<file path="src/rtl/dcr_bank.sv">
`default_nettype none
// ============================================================================
// Module  : dcr_bank
// Purpose : Double-buffered device control register bank that owns the
//           kernel launch handshake (start / busy / done / error).
// Revision: 1.0 - initial release
// ============================================================================
module dcr_bank #(
    parameter int DATA_WIDTH = 16,
    parameter int NUM_CFG    = 4,
    parameter int ADDR_WIDTH = 3
) (
    input  logic                          clk,
    input  logic                          reset,
    input  logic                          device_control_write_enable,
    input  logic                          device_control_read_enable,
    input  logic [ADDR_WIDTH-1:0]         device_control_addr,
    input  logic [DATA_WIDTH-1:0]         device_control_data,
    output logic [DATA_WIDTH-1:0]         device_control_rdata,
    output logic                          device_control_rvalid,
    output logic [DATA_WIDTH-1:0]         thread_count,
    output logic [NUM_CFG*DATA_WIDTH-1:0] cfg_flat,
    output logic                          kernel_start,
    input  logic                          kernel_done,
    output logic                          busy,
    output logic                          done,
    output logic                          error
);

    localparam logic [ADDR_WIDTH-1:0] c_addr_ctrl   = ADDR_WIDTH'(NUM_CFG);
    localparam logic [ADDR_WIDTH-1:0] c_addr_status = ADDR_WIDTH'(NUM_CFG + 1);

    generate
        if (NUM_CFG < 1 || DATA_WIDTH < 3 || (2 ** ADDR_WIDTH) < (NUM_CFG + 2)) begin : g_param_check
            $error("dcr_bank: illegal NUM_CFG / ADDR_WIDTH / DATA_WIDTH combination");
        end
    endgenerate

    typedef enum logic [1:0] {
        S_IDLE = 2'd0,
        S_BUSY = 2'd1,
        S_DONE = 2'd2
    } state_t;

    state_t                r_state;
    logic [DATA_WIDTH-1:0] r_stage  [NUM_CFG];
    logic [DATA_WIDTH-1:0] r_shadow [NUM_CFG];
    logic                  r_error;
    logic                  r_kernel_start;
    logic [DATA_WIDTH-1:0] r_rdata;
    logic                  r_rvalid;

    logic                  w_ctrl_wr;
    logic                  w_start;
    logic                  w_clear;
    logic                  w_cfg0_zero;
    logic                  w_error_next;
    logic [DATA_WIDTH-1:0] w_rd_value;

    assign w_ctrl_wr   = device_control_write_enable && (device_control_addr == c_addr_ctrl);
    assign w_start     = w_ctrl_wr && device_control_data[0];
    assign w_clear     = w_ctrl_wr && device_control_data[1];
    assign w_cfg0_zero = (r_stage[0] == '0);

    // Clear is applied first, so a combined clear+start can still flag a new error.
    always_comb begin
        w_error_next = r_error;
        if (w_clear) begin
            w_error_next = 1'b0;
        end
        if (w_start && ((r_state == S_BUSY) || w_cfg0_zero)) begin
            w_error_next = 1'b1;
        end
    end

    // Read mux works on pre-write register contents.
    always_comb begin
        w_rd_value = '0;
        for (int i = 0; i < NUM_CFG; i++) begin
            if (device_control_addr == ADDR_WIDTH'(i)) begin
                w_rd_value = r_stage[i];
            end
        end
        if (device_control_addr == c_addr_status) begin
            w_rd_value = {{(DATA_WIDTH-3){1'b0}}, r_error, (r_state == S_DONE), (r_state == S_BUSY)};
        end
    end

    always_ff @(posedge clk) begin
        if (reset) begin
            for (int i = 0; i < NUM_CFG; i++) begin
                r_stage[i] <= '0;
            end
        end else if (device_control_write_enable) begin
            for (int i = 0; i < NUM_CFG; i++) begin
                if (device_control_addr == ADDR_WIDTH'(i)) begin
                    r_stage[i] <= device_control_data;
                end
            end
        end
    end

    always_ff @(posedge clk) begin
        if (reset) begin
            r_rdata  <= '0;
            r_rvalid <= 1'b0;
        end else begin
            r_rvalid <= device_control_read_enable;
            if (device_control_read_enable) begin
                r_rdata <= w_rd_value;
            end
        end
    end

    always_ff @(posedge clk) begin
        if (reset) begin
            r_state        <= S_IDLE;
            r_error        <= 1'b0;
            r_kernel_start <= 1'b0;
            for (int i = 0; i < NUM_CFG; i++) begin
                r_shadow[i] <= '0;
            end
        end else begin
            r_error        <= w_error_next;
            r_kernel_start <= 1'b0;
            case (r_state)
                S_BUSY: begin
                    if (kernel_done) begin
                        r_state <= S_DONE;
                    end
                end
                default: begin
                    if (w_start) begin
                        if (!w_cfg0_zero) begin
                            r_state        <= S_BUSY;
                            r_kernel_start <= 1'b1;
                            for (int i = 0; i < NUM_CFG; i++) begin
                                r_shadow[i] <= r_stage[i];
                            end
                        end else begin
                            r_state <= S_IDLE;
                        end
                    end else if (w_clear) begin
                        r_state <= S_IDLE;
                    end
                end
            endcase
        end
    end

    generate
        for (genvar g = 0; g < NUM_CFG; g++) begin : g_flat
            assign cfg_flat[g*DATA_WIDTH +: DATA_WIDTH] = r_shadow[g];
        end
    endgenerate

    assign thread_count          = r_shadow[0];
    assign kernel_start          = r_kernel_start;
    assign busy                  = (r_state == S_BUSY);
    assign done                  = (r_state == S_DONE);
    assign error                 = r_error;
    assign device_control_rdata  = r_rdata;
    assign device_control_rvalid = r_rvalid;

endmodule
`default_nettype wire

</file>
<file path="config.mk">
export PLATFORM = sky130hd
export DESIGN_NAME = dcr_bank
export DESIGN_NICKNAME = d
export VERILOG_FILES = /design/src/rtl/dcr_bank.sv
export SDC_FILE = /design/constraint.sdc
export NUM_CORES = 1
export LEC_CHECK = 0
export CAP_MARGIN = 20
export CORE_AREA = 2 2 120 122
export CTS_BUF_LIST = sky130_fd_sc_hd__clkbuf_16
export CTS_CLUSTER_DIAMETER = 100
export DETAILED_ROUTE_END_ITERATION = 7
export DIE_AREA = 0 0 122 124
export PLACE_DENSITY = 0.79
export SLEW_MARGIN = 20
export SYNTH_ARGS = -nofsm -noshare
export SYNTH_HDL_FRONTEND = slang
export SYNTH_SLANG_ARGS = --single-unit
export TNS_END_PERCENT = 10
</file>
<file path="constraint.sdc">
create_clock -name clk -period 7.4 [get_ports clk]
set_input_delay 1.48 -clock clk [delete_from_list [all_inputs] [get_ports clk]]
set_output_delay 1.48 -clock clk [all_outputs]
set_load 0.05 [all_outputs]
</file>
==> results by group, run 1 <==
Cells and area
  – Final nets: 581
  – Inserted Diodes: 0
  – Final cell count without fillers: 750
  – Layout cells sized above 1: 8.070%
  – Commonest non-fill, non-tap cell in the layout: and2_1
  – Filler cells: 1058
  – Design Area, Final: 7890 sq um
  – Synth-to-Final Area Change: 28.85%
  – Most frequent cells in the layout: and2_1, edfxtp_1, clkdlybuf4s50_1, o21ai_0, nand2_1

Drt
  – First-pass detailed-route iteration total: 5
  – Antenna viol nets, final: 0
  – Via count: 3902
  – DRC Markers: 0
  – Wire per inst: 17.84 um
  – Drt total wl: 13380 um
  – Initial DRC count: 436
  – Vias/cell: 5.203

Global routing
  – GRT met2 Usage: 30.87%
  – Total GRT Usage: 18.12%
  – Met3 Usage GRT: 4.853%
  – Vias in the first global route: 3839
  – First-pass GRT wire length: 19920 um
  – Largest net degree at the start of global routing: 66
  – Top Usage Layer GRT: met2
  – GRT overflow: 0
  – GR Layer Usage met1: 21.75%
  – Initial antenna violation count: 0

Floorplanning
  – IO Pins: 125
  – Die Height: 124 um
  – Initial Utilization: 44.63%
  – Die Wd: 122 um
  – Die area: 15130 sq um
  – Core area: 13720 sq um
  – Row Count: 43

STA
  – Worst hold slack: 467.8 ps
  – Setup_tns: 0 ps
  – Slew headroom: 32.80%
  – Slew at the pin with the worst max-slew slack: 1004 ps
  – RSZ-0062 raised after global routing: no
  – Maximum clock skew at final layout: 8.774 ps
  – Final Max Tran Viols: 0
  – Period utilisation layout: 50.30%
  – Final Hold Fails: 0
  – Post-route setup slack: 3678 ps
  – Post-layout min period: 3722 ps
  – Setup violators final: 0
  – Fmax achieved: 0.2687 GHz

Worst setup path
  – Critical Path Fanout Max: 5
  – Beginning of the critical path: r_state[0]
  – Worst r2r src: r_stage[0][6]
  – Worst Reg-to-Reg Cells: 5
  – Worst Path Arrival: 2240 ps
  – CP endpoint kind: primary output
  – Crit path launch type: flip-flop
  – Worst Setup EP: busy
  – Type of the worst setup path: reg2out
  – Worst Path Required: 5920 ps
  – R2r setup slk: 5110 ps
  – R2r endpoint: r_shadow[0][34]

Place
  – Placed cell count: 718
  – Placed Area: 7377 sq um
  – PortBufs: 124
  – Pre-CTS WS: 3151 ps
  – Gpl congestion: 0.8232
  – Post-DP HPWL: 9023 um

Yosys
  – Post-synth ARST share: 0%
  – Yosys warns: 0
  – Syn_area_per_cell: 13.67 sq um
  – Most used DFF post-synth: edfxtp_1
  – Seq/Total Area, Yosys: 69.64%
  – Flops & latches, synth: 149
  – Post-Syn Area: 6123 sq um
  – Post-synth EDFFs: 128
  – Post-synthesis cell count: 448
  – Synth cell types: 35
  – Syn_nets: 472

Power and ir drop
  – Power Density: 246.0 nW/um^2
  – Max VDD drop: 0.0001632 V
  – Logic gate share of total power: 10.8%
  – Leakage: 0.002861 uW
  – Part of the power in registers: 50.6%
  – Cell Int Power: 1471 uW
  – Sw Ratio: 24.18%
  – Clk network pwr share: 38.6%
  – Net switching power: 469.3 uW

CTS
  – CTS Sinks: 149
  – H-Tree Depth: 4
  – Clk slew on worst S/H paths: 60 ps
  – Clk Latency, worst-skew pair: 420 ps
  – TritonCTS Buffers: 17
  – Cts repair resizes: 0
  – CTS tree: done
  – Clk buf depth: 2
  – Root Driver: clkbuf_16
  – Cts hold-fix bufs: 0
  – Number of setup buffers added after CTS: 0

Worst hold path
  – Worst Hold Class: reg2reg
  – Worst Hold Launch: device_control_rdata[9]

Status
  – Run status: finished, final reports clean

Job
  – Max_cap viols: 0
## power by group through the flow
stage               sequential, uW  combinational, uW  clock [uW]
detailed placement             998                210           0
CTS                            981                211         750
finish                         981                211         749
global placement               997                207           0
global route                   985                220         794
floorplan                     1060               66.8           0
## metrics by stage
stage          utilization, %  power [uW]
6_report                57.51        1941
5_1_grt                 57.51        1998
4_1_cts                 57.51        1943
3_5_place_dp            53.77        1208
3_3_place_gp            53.77        1204
2_1_floorplan               -        1129
## kinds of logic after synthesis
logic type / share of synthesized area, %
flip-flops: 69.64
AO/OA/AOI/OAI: 5.149
AND/OR/NAND/NOR: 17.86
buffers and inverters: 4.434
multiplexers: 2.922
## cells in the mapped netlist (3+ instances only)
cell type	count	area share [%]
buf_2	6	0.49
nand3_1	3	0.25
edfxtp_1	128	63
nand2_1	25	1.5
buf_4	16	2.0
buf_6	6	1.1
mux2_2	15	2.8
o21ai_0	31	2.5
o22ai_1	13	1.3
nor2_1	14	0.86
dfxtp_1	21	6.9
inv_1	4	0.25
clkbuf_1	9	0.55
nor4_1	4	0.41
and2_1	129	13
## worst min path at each step
stage                     depth (start not counted)                      end
after detailed placement                          2  device_control_rdata[2]
final                                             2  device_control_rdata[9]
after CTS                                         2  device_control_rdata[9]
after global placement                            2  device_control_rdata[8]
after floorplan                                   1               r_state[0]
after global routing                              2  device_control_rdata[9]
## critical path, stage by stage, from the launching register on
cell and delay [ps]:
dfxtp_1 360, inv_1 70, nor2_1 470, clkdlybuf4s50_1 920
## state kept, by name (all words and copies together), names as in the netlist
name and flops:
error 1, r_shadow 64, kernel_start 1, r_stage 64, device_control_rdata 16, r_state 2, device_control_rvalid 1
## routing by layer
layer / vias up / share of wire, %
met3: 24 / 7.9
met4: 0 / 1.6
met2: 190 / 51
met1: 1892 / 39
li1: 1796 / -
met5: - / 0
## area by class of cell
cell class / instances / area (sq um) / area share, %
clock buffer: 17 / 425.4 / 5.392
clock inverter: 15 / 87.58 / 1.110
inverter: 4 / 15.01 / 0.1903
multi-input combinational: 257 / 1607 / 20.36
sequential: 149 / 4264 / 54.04
tap: 180 / 225.2 / 2.854
timing repair buffer: 128 / 1266 / 16.05
(Power assumes the default switching activity.)
==> run 2, diff against run 1 <==
clock period = 3.1 ns   (was 7.4 ns; I/O delays follow)
==> run 2 against run 1 <==
Core utilization grew 1.1 points. First-iteration DRC count rose by 19%. Non-clock buffer count rose by 9. Combinational power grew 150%. Power grew 150%. Critical path depth did not move. Clock-buffer cell count stayed put. Clock power rose to 2.6 times the previous value. Critical path type unchanged. Critical endpoint unchanged. Highest routed layer unchanged.
==> results by group, run 2 (synthesis results as in run 1) <==
Global routing
  – GRT overflow: 0
  – First-pass GRT wire length: 21520 um
  – Total GRT Usage: 19.64%
  – Largest net degree at the start of global routing: 66
  – Initial antenna violation count: 0
  – Vias in the first global route: 4057

Cells and area
  – Commonest non-fill, non-tap cell in the layout: and2_1
  – Most frequent cells in the layout: and2_1, edfxtp_1, clkdlybuf4s50_1, o21ai_0, nand2_1
  – Design Area, Final: 8039 sq um
  – Area of the multi-input gates: 1604 sq um
  – Final cell count without fillers: 759
  – FF+latch area: 4264 sq um
  – Filler cells: 1026
  – Synth-to-Final Area Change: 31.28%
  – Layout cells sized above 1: 10.19%
  – Inserted Diodes: 0
  – Final nets: 590

Worst setup path
  – Crit path launch type: flip-flop
  – R2r setup slk: 980 ps
  – Worst Path Required: 2480 ps
  – CP endpoint kind: primary output
  – Worst Reg-to-Reg Cells: 5
  – Type of the worst setup path: reg2out
  – Critical Path Fanout Max: 5
  – Worst Path Arrival: 2210 ps
  – Worst r2r src: r_stage[0][11]
  – R2r endpoint: r_shadow[0][51]

Drt
  – Initial DRC count: 519
  – Antenna viol nets, final: 0
  – Via count: 3985
  – Vias/cell: 5.250
  – Wire per inst: 18.88 um
  – First-pass detailed-route iteration total: 7
  – DRC Markers: 0
  – Drt total wl: 14330 um

Power and ir drop
  – Power Density: 600.0 nW/um^2
  – Sw Ratio: 24.81%
  – Net switching power: 1197 uW
  – Logic gate share of total power: 10.8%
  – Final total power: 4823 uW
  – Clk network pwr share: 40.7%
  – Part of the power in registers: 48.5%
  – Cell Int Power: 3626 uW
  – Leakage: 0.002895 uW
  – Max VDD drop: 0.0004115 V

Floorplanning
  – Die Height: 124 um
  – Core area: 13720 sq um
  – IO Pins: 125
  – Row Count: 43
  – Initial Utilization: 44.63%
  – Die Wd: 122 um
  – Die area: 15130 sq um

CTS
  – Root Driver: clkbuf_16
  – Number of setup buffers added after CTS: 0
  – Clk buf depth: 2
  – Clk Latency, worst-skew pair: 430 ps
  – Cts hold-fix bufs: 0
  – TritonCTS Buffers: 17
  – Cts repair resizes: 0
  – H-Tree Depth: 4
  – Clk slew on worst S/H paths: 60 ps
  – CTS tree: done
  – CTS Sinks: 149

STA
  – Slew headroom: 33.28%
  – Period utilisation layout: 91.28%
  – Fmax achieved: 0.3534 GHz
  – Worst hold slack: 460.0 ps
  – Maximum clock skew at final layout: 7.960 ps
  – Setup violators final: 0
  – Final Hold Fails: 0
  – Setup_tns: 0 ps
  – Post-layout min period: 2830 ps
  – RSZ-0062 raised after global routing: no
  – Final Max Tran Viols: 0
  – Slew at the pin with the worst max-slew slack: 997.2 ps

Place
  – Gpl congestion: 0.9462
  – PortBufs: 124
  – Placed cell count: 727
  – Post-DP HPWL: 9377 um
  – Placed Area: 7472 sq um

Worst hold path
  – Worst Hold Launch: device_control_rdata[7]
  – Endpoint, Worst Hold: device_control_rdata[7]
  – Worst Hold Class: reg2reg
  – Hold depth: 2

Status
  – Run status: finished, final reports clean

Job
  – Max_cap viols: 0
## run 2: changes by cell type in the layout (fill, tap and decap cells not counted), moves of 2 or more
cell,previous run,this run
buf_12,0,2
buf_4,4,11
clkinv_2,4,2
clkinv_4,0,3
clkinvlp_4,0,4
inv_1,12,5
nor2_1,12,14
nor2_2,2,0
## run 2: area by class of cell
cell class | instances | share of cell area (%)
Clock inverter | 15 | 1.759
Clock buffer | 17 | 5.292
Inverter | 4 | 0.1868
Tap cell | 180 | 2.802
Timing Repair Buffer | 137 | 16.97
Sequential cell | 149 | 53.04
Multi-Input combinational cell | 257 | 19.95
## run 2: layer usage
| layer | vias to the layer above | track usage [%] | share of wire, % |
|---|---|---|---|
| li1 | 1806 | - | - |
| met1 | 1935 | 22.84 | 38 |
| met2 | 209 | 33.97 | 52 |
| met3 | 35 | 4.212 | 7.1 |
| met4 | 0 | 10.85 | 2.9 |
| met5 | - | 0 | 0 |
## run 2: how the worst max path moves through the flow
stage	from	to	slack [ps]	depth (start not counted)
floorplan	device_control_addr[0]	r_shadow[0][0]	-180	4
global placement	device_control_addr[2]	r_shadow[0][56]	420	5
detailed placement	device_control_addr[2]	r_shadow[0][9]	350	5
CTS	r_state[0]	busy	260	3
global route	r_state[0]	busy	200	3
finish	r_state[0]	busy	270	3
## run 2: worst max-delay path, stage by stage, from the launching register on
cell and delay, ps:
dfxtp_1 360, inv_1 70, nor2_1 440, clkdlybuf4s50_1 910
## run 2: power groups by stage
| stage | Clock [uW] | Sequential [uW] | Combinational, uW |
|---|---|---|---|
| 2_1_floorplan | 0 | 2530 | 162 |
| 3_5_place_dp | 0 | 2380 | 518 |
| 4_1_cts | 1970 | 2340 | 522 |
| 3_3_place_gp | 0 | 2380 | 512 |
| 5_1_grt | 2060 | 2350 | 541 |
| 6_report | 1960 | 2340 | 521 |
## run 2: stage by stage
| stage | setup WS (ps) | util, % |
|---|---|---|
| floorplan | -184.3 | - |
| global placement | 416.4 | 54.46 |
| detailed placement | 346.2 | 54.46 |
| CTS | 264.6 | 58.60 |
| global route | 196.0 | 58.60 |
| finish | 270.3 | 58.60 |
